$ cat config.mk
export PLATFORM = sky130hd
export DESIGN_NAME = clkgen_prog_ctrl_flat
export DESIGN_NICKNAME = d
export VERILOG_FILES = /design/src/rtl/clkgen_prog_ctrl_if.sv /design/src/rtl/clkgen_prog_ctrl.sv /design/src/flat_wrapper.sv
export SDC_FILE = /design/constraint.sdc
export NUM_CORES = 1
export LEC_CHECK = 0
export CAP_MARGIN = 30
export CORE_MARGIN = 2
export CORE_UTILIZATION = 35
export CTS_CLUSTER_SIZE = 25
export DETAILED_ROUTE_END_ITERATION = 10
export SLEW_MARGIN = 20
export SYNTH_ARGS = -nofsm -noshare
export SYNTH_HDL_FRONTEND = slang
export SYNTH_SLANG_ARGS = --single-unit
$ cat constraint.sdc
create_clock -name CLK -period 5.7 [get_ports CLK]
set_clock_uncertainty 0.15 [all_clocks]
set_input_delay 1.425 -clock CLK [delete_from_list [all_inputs] [get_ports CLK]]
set_output_delay 1.425 -clock CLK [all_outputs]
set_load 0.05 [all_outputs]
$ cat src/rtl/clkgen_prog_ctrl_if.sv
// clkgen_prog_ctrl_if
//   Frequency-change request channel between the host-command decoder and
//   the DCM_CLKGEN programming sequencer.
//   req_valid : request strobe (master -> slave)
//   req_m     : raw multiplier M, 9 bits (master -> slave)
//   req_d     : raw divider D, 9 bits (master -> slave)
//   req_ready : sequencer idle, request will be taken (slave -> master)
interface clkgen_prog_ctrl_if;
    logic       req_valid;
    logic [8:0] req_m;
    logic [8:0] req_d;
    logic       req_ready;

    modport master (output req_valid, req_m, req_d, input req_ready);
    modport slave  (input req_valid, req_m, req_d, output req_ready);
endinterface

$ cat src/rtl/clkgen_prog_ctrl.sv
// clkgen_prog_ctrl
//   Reprograms the M/D ratio of a Spartan-6 DCM_CLKGEN at run time. A
//   request is range-checked, then the LoadD, LoadM and GO words are shifted
//   out on PROGEN/PROGDATA. The block then waits for PROGDONE and LOCKED,
//   pulsing DCM_RST and retrying when lock does not return in time.
// Ports
//   CLK, RST   : clock (also the DCM PROGCLK), async active-high reset
//   req        : request channel (req_valid/req_m/req_d/req_ready)
//   PROGEN     : DCM PROGEN, registered
//   PROGDATA   : DCM PROGDATA, registered
//   PROGDONE   : from DCM, asynchronous, 2-flop synchronized
//   LOCKED     : from DCM, asynchronous, 2-flop synchronized
//   DCM_RST    : DCM reset pulse, registered
//   busy       : high outside IDLE
//   done       : one-cycle pulse at the end of every request
//   err        : 0 ok, 1 illegal M/D, 2 PROGDONE timeout, 3 lock failed
//   cur_m/d    : last successfully programmed M and D (raw)
module clkgen_prog_ctrl #(
    parameter int TIMEOUT_CYCLES = 65535,
    parameter int DCM_RST_CYCLES = 8,
    parameter int MAX_RETRIES    = 3
) (
    input  logic                     CLK,
    input  logic                     RST,
    clkgen_prog_ctrl_if.slave        req,
    output logic                     PROGEN,
    output logic                     PROGDATA,
    input  logic                     PROGDONE,
    input  logic                     LOCKED,
    output logic                     DCM_RST,
    output logic                     busy,
    output logic                     done,
    output logic [1:0]               err,
    output logic [8:0]               cur_m,
    output logic [8:0]               cur_d
);

    localparam int TW = (TIMEOUT_CYCLES < 2) ? 1 : $clog2(TIMEOUT_CYCLES + 1);
    localparam int RW = (DCM_RST_CYCLES < 2) ? 1 : $clog2(DCM_RST_CYCLES + 1);
    localparam int NW = (MAX_RETRIES    < 2) ? 1 : $clog2(MAX_RETRIES + 1);

    typedef enum logic [3:0] {
        IDLE, LOAD_D, GAP1, LOAD_M, GAP2, GO,
        WAIT_DONE, WAIT_LOCK, DCM_RESET, FINISH
    } state_t;

    state_t          state, nstate;
    logic [3:0]      sh_cnt, nsh;
    logic [TW-1:0]   t_cnt, nt;
    logic [RW-1:0]   r_cnt, nr;
    logic [NW-1:0]   retries, nretry;
    logic [8:0]      m_lat, d_lat, nm, nd;
    logic [1:0]      nerr;
    logic [8:0]      ncur_m, ncur_d;
    logic [1:0]      done_sync, lock_sync;
    logic            done_s, lock_s;
    logic            legal;
    logic [8:0]      dm1, mm1;
    logic [9:0]      dword, mword;
    logic            pdata_n;

    assign done_s = done_sync[1];
    assign lock_s = lock_sync[1];

    assign legal = (req.req_m >= 9'd2) && (req.req_m <= 9'd256) &&
                   (req.req_d >= 9'd1) && (req.req_d <= 9'd256);

    // Next-state / datapath. All counters are reloaded on state entry and
    // stop at their terminal value, so none of them can wrap.
    always_comb begin
        nstate = state;
        nsh    = sh_cnt;
        nt     = t_cnt;
        nr     = r_cnt;
        nretry = retries;
        nm     = m_lat;
        nd     = d_lat;
        nerr   = err;
        ncur_m = cur_m;
        ncur_d = cur_d;
        case (state)
            IDLE: begin
                if (req.req_valid) begin
                    nm     = req.req_m;
                    nd     = req.req_d;
                    nerr   = 2'd0;
                    nt     = '0;
                    nr     = '0;
                    nretry = '0;
                    nsh    = '0;
                    if (legal) begin
                        nstate = LOAD_D;
                    end else begin
                        nerr   = 2'd1;
                        nstate = FINISH;
                    end
                end
            end
            LOAD_D: begin
                if (sh_cnt == 4'd9) begin nstate = GAP1; nsh = '0; end
                else nsh = sh_cnt + 4'd1;
            end
            GAP1: begin
                if (sh_cnt == 4'd1) begin nstate = LOAD_M; nsh = '0; end
                else nsh = sh_cnt + 4'd1;
            end
            LOAD_M: begin
                if (sh_cnt == 4'd9) begin nstate = GAP2; nsh = '0; end
                else nsh = sh_cnt + 4'd1;
            end
            GAP2: begin
                if (sh_cnt == 4'd1) begin nstate = GO; nsh = '0; end
                else nsh = sh_cnt + 4'd1;
            end
            GO: begin
                nstate = WAIT_DONE;
                nt     = '0;
            end
            WAIT_DONE: begin
                // A response in the last timeout cycle still wins.
                if (done_s) begin
                    nstate = WAIT_LOCK;
                    nt     = '0;
                end else if (t_cnt == TW'(TIMEOUT_CYCLES - 1)) begin
                    nerr   = 2'd2;
                    nstate = FINISH;
                end else begin
                    nt = t_cnt + 1'b1;
                end
            end
            WAIT_LOCK: begin
                if (lock_s) begin
                    ncur_m = m_lat;
                    ncur_d = d_lat;
                    nerr   = 2'd0;
                    nstate = FINISH;
                end else if (t_cnt == TW'(TIMEOUT_CYCLES - 1)) begin
                    if (retries < NW'(MAX_RETRIES)) begin
                        nstate = DCM_RESET;
                        nr     = '0;
                    end else begin
                        nerr   = 2'd3;
                        nstate = FINISH;
                    end
                end else begin
                    nt = t_cnt + 1'b1;
                end
            end
            DCM_RESET: begin
                if (r_cnt == RW'(DCM_RST_CYCLES - 1)) begin
                    nstate = WAIT_LOCK;
                    nt     = '0;
                    nretry = retries + 1'b1;
                end else begin
                    nr = r_cnt + 1'b1;
                end
            end
            FINISH:  nstate = IDLE;
            default: nstate = IDLE;
        endcase
    end

    // Word layout, bit 0 shifted first: '1', command bit, then (value-1)[7:0]
    // LSB first. Built from the next-cycle latches so the first bit can be
    // registered on the acceptance edge.
    assign dm1   = nd - 9'd1;
    assign mm1   = nm - 9'd1;
    assign dword = {dm1[7:0], 1'b0, 1'b1};
    assign mword = {mm1[7:0], 1'b1, 1'b1};

    always_comb begin
        pdata_n = 1'b0;
        if (nstate == LOAD_D)      pdata_n = dword[nsh];
        else if (nstate == LOAD_M) pdata_n = mword[nsh];
    end

    always_ff @(posedge CLK or posedge RST) begin
        if (RST) begin
            done_sync <= '0;
            lock_sync <= '0;
        end else begin
            done_sync <= {done_sync[0], PROGDONE};
            lock_sync <= {lock_sync[0], LOCKED};
        end
    end

    // Outputs are registered from the next state so they change on the same
    // edge as the state and cannot glitch.
    always_ff @(posedge CLK or posedge RST) begin
        if (RST) begin
            state         <= IDLE;
            sh_cnt        <= '0;
            t_cnt         <= '0;
            r_cnt         <= '0;
            retries       <= '0;
            m_lat         <= '0;
            d_lat         <= '0;
            err           <= '0;
            cur_m         <= '0;
            cur_d         <= '0;
            PROGEN        <= 1'b0;
            PROGDATA      <= 1'b0;
            DCM_RST       <= 1'b0;
            busy          <= 1'b0;
            done          <= 1'b0;
            req.req_ready <= 1'b1;
        end else begin
            state         <= nstate;
            sh_cnt        <= nsh;
            t_cnt         <= nt;
            r_cnt         <= nr;
            retries       <= nretry;
            m_lat         <= nm;
            d_lat         <= nd;
            err           <= nerr;
            cur_m         <= ncur_m;
            cur_d         <= ncur_d;
            PROGEN        <= (nstate == LOAD_D) || (nstate == LOAD_M) || (nstate == GO);
            PROGDATA      <= pdata_n;
            DCM_RST       <= (nstate == DCM_RESET);
            busy          <= (nstate != IDLE);
            done          <= (nstate == FINISH);
            req.req_ready <= (nstate == IDLE);
        end
    end

endmodule

$ cat src/flat_wrapper.sv
// flat-port wrapper written by rule: the top's interface ports become plain ports
module clkgen_prog_ctrl_flat 
#(
    parameter int TIMEOUT_CYCLES = 65535,
    parameter int DCM_RST_CYCLES = 8,
    parameter int MAX_RETRIES    = 3
)
  (CLK, RST, PROGEN, PROGDATA, PROGDONE, LOCKED, DCM_RST, busy, done, err, cur_m, cur_d, req_req_valid, req_req_m, req_req_d, req_req_ready);
  clkgen_prog_ctrl_if req_i ();
  input  logic CLK;
  input  logic RST;
  output logic PROGEN;
  output logic PROGDATA;
  input  logic PROGDONE;
  input  logic LOCKED;
  output logic DCM_RST;
  output logic busy;
  output logic done;
  output logic [1:0] err;
  output logic [8:0] cur_m;
  output logic [8:0] cur_d;
  input wire logic [$bits(req_i.req_valid)-1:0] req_req_valid;
  input wire logic [$bits(req_i.req_m)-1:0] req_req_m;
  input wire logic [$bits(req_i.req_d)-1:0] req_req_d;
  output wire logic [$bits(req_i.req_ready)-1:0] req_req_ready;
  assign req_i.req_valid = req_req_valid;
  assign req_i.req_m = req_req_m;
  assign req_i.req_d = req_req_d;
  assign req_req_ready = req_i.req_ready;
  clkgen_prog_ctrl #(.TIMEOUT_CYCLES(TIMEOUT_CYCLES), .DCM_RST_CYCLES(DCM_RST_CYCLES), .MAX_RETRIES(MAX_RETRIES)) u_core (.CLK(CLK), .RST(RST), .req(req_i), .PROGEN(PROGEN), .PROGDATA(PROGDATA), .PROGDONE(PROGDONE), .LOCKED(LOCKED), .DCM_RST(DCM_RST), .busy(busy), .done(done), .err(err), .cur_m(cur_m), .cur_d(cur_d));
endmodule
==> run metrics <==
via count=3359; DRT antenna net count=0; cts hold-fix bufs=0; PnR worst setup slack=~1100 ps; post-synthesis register bit count=between 70 and 80; worst-margin pin slew=796.9 ps; vias in the first global route=3426; Area contributors post-synth=dfrtp_1 (45%), mux2_2 (6.3%), nand2_1 (4.7%), nor2_1 (4.7%), xnor2_1 (2.9%); Rows=40; clk slew on worst S/H paths=about 60 ps; classification of the worst setup path=input pin to register; first-pass GRT wire length=16.73 mm; RePlAce Congestion=0.8232; Remaining DRCs=0; total wire length=9.794 mm; CP max FO=24; First-pass DRT Iterations=5; Final Util=43.13%; commonest non-fill, non-tap cell in the layout=dfrtp_1; Area Overhead vs Synth=20.91%; fillers=roughly 1200; initial antenna violation count=0; Critical Path RT=around 5800 ps; Pleak=2.294 nW; Hold Vio Cnt, Final=0; Max-Cap Viols=0; Routed wire per std cell=15.65 um; maximum vdd drop=0.0002144 V; Skew-Pair Late Insertion Delay=340 ps; CTS Buf Count=9; H-tree levels=3; Ports=49; worst slack at placement=827.5 ps; Synthesis Warnings=0; Hold Crit Class=register to register; Syn Inst Count=429; crit end category=register; R2R cell count=10; CTS Sinks=78; grt ovf=0; postcts setup bufs=0; synthesized area=between 4000 and 5000 sq um; area leader, netlist=dfrtp_1; CTS Buffer Depth=2; slew margin rel.=a little under half; status=completed; PortBufs=48; Mean Syn Cell Area=roughly 9.9 sq um; final net count=505; sequential area share after synthesis=45.78%; Post-synth EDFFs=0; net count after synthesis=460; commonest cells after routing, fill and taps aside=dfrtp_1 (77), nand2_1 (53), nor2_1 (52); period utilisation layout=81.03%; DIE WIDTH=114.4 um; Fin Setup TNS=0 ps; Synth top area share=45.16%; Antenna Cells=0; share of layout cells above drive strength 1=roughly an eighth; nature of the critical path startpoint=input pin; largest net degree at the start of global routing=45; P per Cell Area=roughly 460 nW/um^2; Cells on Worst Hold Path=0; RSZ-0062 raised after global routing=false; core area=around 12000 sq um; FMAX=0.2165 GHz; die area=13090 sq um; Initial DRC Count=125; Vias per Instance=roughly 5.4; CTS tree=done; asr flop ratio synth=100.0%; ys flop type=dfrtp_1; post-layout min period=~4600 ps; post-synth cell types=67; # setup viols final=0; Starting Density=35.67%; GR Util All Layers=16.08%; CTS Root Buffer Type=clkbuf_16; Arr. time, crit path=4720 ps; Die H=114.4 um; Slew Limit Fails=0; DP HPWL=approximately 7 mm; cts repair resizes=0
cell families (layout without fill, tap and decap cells):
group	Yosys count	after routing	synth area share [%]
buf+inv	34	84	3.783
xor+xnor	29	29	6.129
simple gates	176	176	21.26
flops	78	78	45.78
compound gates	69	69	11.32
mux	35	35	9.384
fa+ha+maj	8	8	2.346
synth_stat cells (all sizes together) (2+ instances only):
cell,instances
or4,4
and2,5
dfrtp,77
nand2b,3
xor2,15
nand4,9
or3,2
a21oi,14
mux2i,7
nand3b,3
a22oi,2
o211ai,4
nor4b,3
a21o,2
a211o,3
o21ai,16
mux2,28
nor4,3
or4b,3
nor2b,3
buf,11
inv,18
xnor2,14
nor2,54
a31oi,6
nand3,11
and3,3
o21a,3
a32oi,2
nand2,54
clkbuf,5
a211oi,4
o41ai,2
ha,8
nor3,14
area by class of cell:
type	instances	area, sq um	share of cell area (%)
Multi-Input combinational cell	317	2155	41.77
Sequential cell	78	1953	37.86
Timing Repair Buffer	50	495.5	9.605
Clock buffer	13	260.3	5.045
Tap cell	147	183.9	3.565
Inverter	18	68.82	1.334
Clock inverter	3	42.54	0.8246
final timing paths:
path                                     start              endpoint  slack, ps
max                              req_req_valid       u_core.PROGDATA       1080
min reg2reg                u_core.done_sync[0]   u_core.done_sync[1]        210
min in group asynchronous                  RST       u_core.cur_m[8]       1370
max in group asynchronous                  RST  u_core.req.req_ready       3090
min                        u_core.done_sync[0]   u_core.done_sync[1]        210
max reg2reg                    u_core.state[0]       u_core.PROGDATA       1940
flip-flops by register name, summed over array words and instances (netlist names), 2 cells and up:
register / flops
u_core.t_cnt: 16
u_core.cur_d: 9
u_core.cur_m: 9
u_core.d_lat: 9
u_core.m_lat: 9
u_core.r_cnt: 4
u_core.sh_cnt: 4
u_core.state: 4
u_core.done_sync: 2
u_core.err: 2
u_core.lock_sync: 2
u_core.retries: 2
metrics by stage:
stage	instances	hold WS (ps)	area, sq um	total power [mW]
detailed placement	610	189.4	4856	1.822
global placement	610	187.5	4856	1.805
floorplan	429	181.2	4267	1.581
global route	626	215.7	5159	2.557
CTS	626	214.0	5159	2.413
finish	626	212.6	5159	2.395
layer usage:
layer / vias to the layer above / GRT usage [%] / share of wire [%]
met5: - / 0 / 0
met4: 0 / 5.203 / 1.4
met3: 16 / 3.600 / 4.5
met2: 84 / 26.51 / 49
met1: 1664 / 21.01 / 45
li1: 1595 / - / -
where the power goes:
group          leakage [nW]  switching, mW  internal, mW
registers              1.02          0.145         0.680
logic                  1.12          0.585         0.407
clock network         0.146          0.215         0.362
worst max-delay path, stage by stage:
cell	delay (ps)
clkdlybuf4s50_1	520
or4b_4	580
nor2_8	390
mux2i_1	300
ha_1	330
nor3_1	90
a2111oi_0	560
a211o_1	180
o2bb2ai_1	100
nor3_1	70
a211oi_2	160
Power figures use the tool's default switching activity.
